## src/rtl/output_drain.sv

```systemverilog
// Drain stage: gathers rows x cols result tile from the array, then streams it element by element.
// Latency: first element valid the cycle after the last row is captured; one element per accepted beat.
// Backpressure: in_ready low while draining (rows dropped + drop_err); out held stable while out_ready low.
//
// Ports:
//   clk, rst        clock; asynchronous active-low reset
//   flush           synchronous abort of the current tile, back to FILL
//   in_valid/in_ready/outs_array   row input from the array (col c at [(c+1)*width-1:c*width])
//   out/out_valid/out_ready/out_last/rd_addr   element stream to the sink, row-major
//   drop_err        sticky flag: a row arrived while not accepting
module output_drain #(
  parameter int width = 8,
  parameter int rows  = 4,
  parameter int cols  = 4,
  localparam int AW   = (rows * cols > 1) ? $clog2(rows * cols) : 1
) (
  input  logic                  clk,
  input  logic                  rst,
  input  logic                  flush,
  input  logic                  in_valid,
  output logic                  in_ready,
  input  logic [cols*width-1:0] outs_array,
  output logic [width-1:0]      out,
  output logic                  out_valid,
  input  logic                  out_ready,
  output logic                  out_last,
  output logic [AW-1:0]         rd_addr,
  output logic                  drop_err
);

  localparam int RW = (rows > 1) ? $clog2(rows) : 1;
  localparam int CW = (cols > 1) ? $clog2(cols) : 1;

  typedef enum logic {FILL, DRAIN} state_t;

  state_t           state, state_nxt;
  logic [RW-1:0]    wr_row;
  logic [RW-1:0]    rd_row;
  logic [CW-1:0]    rd_col;
  logic [AW-1:0]    rd_idx;
  logic [width-1:0] store [rows][cols];

  logic wr_last, rd_last, in_fire, out_fire;

  assign wr_last  = (wr_row == RW'(rows - 1));
  assign rd_last  = (rd_idx == AW'(rows * cols - 1));
  assign in_fire  = in_valid  && (state == FILL);
  assign out_fire = out_ready && (state == DRAIN);

  always_ff @(posedge clk or negedge rst) begin
    if (!rst) state <= FILL;
    else      state <= state_nxt;
  end

  always_comb begin
    state_nxt = state;
    in_ready  = 1'b0;
    out_valid = 1'b0;
    case (state)
      FILL: begin
        in_ready = 1'b1;
        if (in_fire && wr_last) state_nxt = DRAIN;
      end
      DRAIN: begin
        out_valid = 1'b1;
        if (out_fire && rd_last) state_nxt = FILL;
      end
      default: state_nxt = FILL;
    endcase
    if (flush) state_nxt = FILL;
  end

  // rd_row/rd_col walk alongside rd_idx so the store read needs no divider.
  always_ff @(posedge clk or negedge rst) begin
    if (!rst) begin
      wr_row <= '0;
      rd_row <= '0;
      rd_col <= '0;
      rd_idx <= '0;
      for (int r = 0; r < rows; r++)
        for (int c = 0; c < cols; c++)
          store[r][c] <= '0;
    end else if (flush) begin
      wr_row <= '0;
      rd_row <= '0;
      rd_col <= '0;
      rd_idx <= '0;
    end else begin
      if (in_fire) begin
        for (int c = 0; c < cols; c++)
          store[wr_row][c] <= outs_array[c*width +: width];
        wr_row <= wr_last ? '0 : wr_row + RW'(1);
      end
      if (out_fire) begin
        if (rd_last) begin
          rd_row <= '0;
          rd_col <= '0;
          rd_idx <= '0;
        end else begin
          rd_idx <= rd_idx + AW'(1);
          if (rd_col == CW'(cols - 1)) begin
            rd_col <= '0;
            rd_row <= rd_row + RW'(1);
          end else begin
            rd_col <= rd_col + CW'(1);
          end
        end
      end
    end
  end

  // Rows offered while draining are lost; remember that until reset.
  always_ff @(posedge clk or negedge rst) begin
    if (!rst)                              drop_err <= 1'b0;
    else if (in_valid && (state == DRAIN)) drop_err <= 1'b1;
  end

  // Outputs depend only on registered state, never on out_ready.
  assign out      = (state == DRAIN) ? store[rd_row][rd_col] : '0;
  assign out_last = (state == DRAIN) && rd_last;
  assign rd_addr  = (state == DRAIN) ? rd_idx : '0;

endmodule
```

## config.mk

```make
export PLATFORM = sky130hd
export DESIGN_NAME = output_drain
export DESIGN_NICKNAME = d
export VERILOG_FILES = /design/src/rtl/output_drain.sv
export SDC_FILE = /design/constraint.sdc
export NUM_CORES = 1
export LEC_CHECK = 0
export ABC_AREA = 0
export BUFFER_PORTS_ARGS = -buffer_cell sky130_fd_sc_hd__buf_2
export CAP_MARGIN = 20
export CORE_UTILIZATION = 60
export DETAILED_ROUTE_END_ITERATION = 8
export HOLD_SLACK_MARGIN = 0.03
export PLACE_DENSITY = 0.82
export SLEW_MARGIN = 10
export SYNTH_ARGS = -nofsm -noshare
export SYNTH_HDL_FRONTEND = slang
export SYNTH_SLANG_ARGS = --single-unit
```

## constraint.sdc

```tcl
create_clock -name clk -period 1.9 [get_ports clk]
set_input_delay 0.095 -clock clk [delete_from_list [all_inputs] [get_ports clk]]
set_output_delay 0.095 -clock clk [all_outputs]
set_load 0.005 [all_outputs]
```

==> results by stage <==
Yosys:
- The number of synthesized flops with an enable pin is 0.
- The mapped netlist covers 6630 um2.
- The synthesized netlist net count is 523.
- The register area share after synthesis is 52.9%.
- By area the synthesized netlist is led by dfrtp_1 (53%), mux2_2 (19%), mux2i_1 (8.0%).
- The average instance in the mapped netlist occupies 13.8 um2.
- The netlist uses 38 different library cells.
- For this run, the leading register cell type out of synthesis is dfrtp_1.
- Of all flip-flops after synthesis, the portion carrying an async set or reset was 100%.
- Of all cell types, the one taking the most synthesized area is dfrtp_1.
- The synthesized flop and latch total is 140.
- In this run the biggest area consumer among cell types represents 52.9% of the synthesized area.
- The number of instances in the synthesized netlist is 480.
- The number of warnings issued by yosys is 0.

Global route:
- The initial antenna violation count is 0.
- In the global route stage, overall resource usage came out at 28.4%.
- The number of global-route vias before repair is 4634.
- After global routing the overflow that remains totals 0.
- The wire length of the first global-routing pass is 24.1 mm.
- The maximum number of pins on one net before global-route repair is 67.

Worst hold path:
- The tightest min-delay check is of the input port to asynchronous set/reset pin type.

Routing:
- The total routed wirelength is 14.8 mm.
- The detailed-route wire length per cell is 20.0 um.
- In the routed layout, each cell is associated on average with a via count of 5.80.
- After detailed routing, the number of remaining DRC violations is 0.
- The post-route antenna net violation count is 0.
- The first TritonRoute pass finished after 5 iterations.
- After the first detailed-routing iteration, the DRC count stood at 250.
- The final route contains 4291 vias.

Placement:
- Routability-driven placement finished with a final weighted congestion of 0.765.
- At the placement stage, the worst setup path has a slack of 0.138 ns.
- The number of cells after detailed placement is 662.
- The instance area after placement is 7050 um2.
- The count of buffers added on input and output ports is 52.
- The post-DP HPWL is 9.27 mm.

STA:
- The final period demand of the worst path is 2.26 ns.
- Once routing completed, OpenROAD measured the worst setup slack at -0.356 ns.
- The final count of pins violating max slew is 0.
- The worst hold slack after final layout is 0.0371 ns.
- After layout, the worst path uses 119% of the clock period.
- Setup repair after global routing could not meet its margin everywhere.
- The worst clock skew is 0.00894 ns.
- The number of setup violations in the final report is 8.
- The achievable clock frequency is 443 MHz.
- At the pin with the least slew margin, the transition time is 0.443 ns.
- The max-slew headroom at the worst pin is 70.4%.
- The total negative slack is -2.46 ns.
- The count of final hold-check violations was 0.

Pwr:
- Total power for the finished layout comes to 8.95 mW.
- In this run the power density over the cells is 1090 nW/um2.
- Summed over all cells, the static leakage comes to 3.60 nW.
- The worst supply voltage drop on vdd is 694 uV.

Die:
- During I/O placement, the number of pins put on the boundary was 53.
- The effective utilization at floorplan is 61.4%.
- The width of the die is 107 um.
- The site row count is 38.
- The floorplan die height is 107 um.
- The area of the placeable core is 10800 um2.
- The die footprint is 11500 um2.

CTS:
- The clock tree root driver cell is clkbuf_8.
- The H-tree generated during clock tree synthesis spans 4 levels.
- The number of clock sinks is 140.
- The clock tree from TritonCTS is built.
- In this run, CTS created clock tree buffers numbering 17.
- Counting along the longest clock path gives a buffer depth of 2.
- Clock-pin slew was measured on the worst setup and hold paths at 0.06 ns.
- The clock insertion delay at the later pin of the skew report is 0.53 ns.

Finish:
- The finished cells cover 8220 um2.
- The repair_antennas step left the layout with diodes totalling 0.
- The ratio of cells with drive above 1 in the final layout is 41.0%.
- After the last flow step, the layout net total stands at 630.
- From synthesis to final layout, the design area changed by 24.0%.
- The core utilization of the finished layout is 76.1%.
- Excluding fillers, the count of instances in the completed layout stands at 740.

Critical path:
- The critical path is of the flop to output port type.
- The biggest fanout along the worst timing path is 8.
- The worst setup path is captured at an output port.
- At the worst endpoint, the required time is 1.80 ns.
- The worst setup path is launched from a flop.
- The critical path data arrival time is 2.16 ns.

Run:
- The reported max-cap violation count is 0.

Outcome:
- The run finished, with violations left.
- The checks that failed: setup timing.
[logic make-up (layout without fill, tap and decap cells)]
kind of cell	count (synthesis)	in the layout	share of synthesized area, %
multiplexers	187	187	32.0
flip-flops	140	140	52.9
AND/OR/NAND/NOR	61	61	4.64
AO/OA/AOI/OAI	49	49	4.93
buffers and inverters	35	155	4.21
adder cells (fa/ha/maj)	6	6	1.13
XOR/XNOR	2	2	0.264
[path summary, 6_finish.rpt]
path	startpoint	to	slack, ns	cells past startpoint
max	rd_row[0]	out[0]	-0.36	7
min	rst	store[120]	0.04	2
max reg2reg	wr_row[0]	store[58]	0.24	5
min reg2reg	drop_err	drop_err	0.47	1
max in group asynchronous	rst	rd_row[0]	1.17	3
min in group clk	outs_array[0]	store[120]	0.37	3
[critical path, stage by stage (launching register included)]
cell and delay, ns:
dfrtp_4 0.53, buf_12 0.17, buf_12 0.15, mux2i_4 0.18
a22oi_2 0.18, nand2_2 0.10, o21ai_1 0.17, buf_2 0.14
[registers in the layout (all words and copies together), names as in the netlist]
register and count:
state 1, wr_row 2, rd_col 2, rd_idx 4, rd_row 2, drop_err 1
store 128
[metal layers]
metal	track usage [%]	vias up	wire length [um]
li1	-	1970	-
met1	35.4	2190	6360
met2	48.9	114	7590
met3	6.93	17	657
met4	8.51	0	185
met5	0	-	0
[cells in the mapped netlist (all sizes together) (2+ instances only)]
cell type	n
dfrtp	140
mux2	128
mux2i	53
buf	28
a22oi	24
nand2	18
a21oi	10
nor2	10
nand3	9
o21ai	9
and2	7
ha	6
mux4	6
and3	5
clkbuf	4
nand2b	4
inv	3
nor2b	3
nor3	2
o211ai	2
[what timing repair did]
item                                   4_1_cts  5_1_grt
pin swaps                                    6        9
gates resized for setup                     11       11
hold buffers                                37        0
setup endpoints to repair                    8        8
endpoints found under the hold margin      280        0
setup buffers                                5        3
cloned                                       1        0
[cell type report]
class / count / area, um2
sequential: 140 / 3510
multi-input combinational: 305 / 2920
fill: 666 / 2580
timing repair buffer: 120 / 992
clock buffer: 18 / 418
clock inverter: 14 / 195
tap: 140 / 175
inverter: 3 / 11.3
[power breakdown]
part	leakage, nW	internal (mW)	switching [mW]
Sequential	1.77	3.71	0.404
Clock	0.287	2.13	1.29
Combinational	1.54	0.861	0.545
[cell usage in the layout (no fill, tap or decap), types with 5 or more instances in the layout]
cell type      instances
buf_2                 51
dlygate4sd3_1         37
mux2_2               111
clkbuf_16             16
nor2_1                 9
a22oi_1               20
a21oi_1               10
mux2i_1               52
nand3_1                8
nand2_1               17
buf_4                 20
and2_1                 5
ha_1                   6
mux2_1                17
dfrtp_1              139
buf_12                 7
and3_1                 5
No activity file was read; power rests on OpenSTA's default activity.
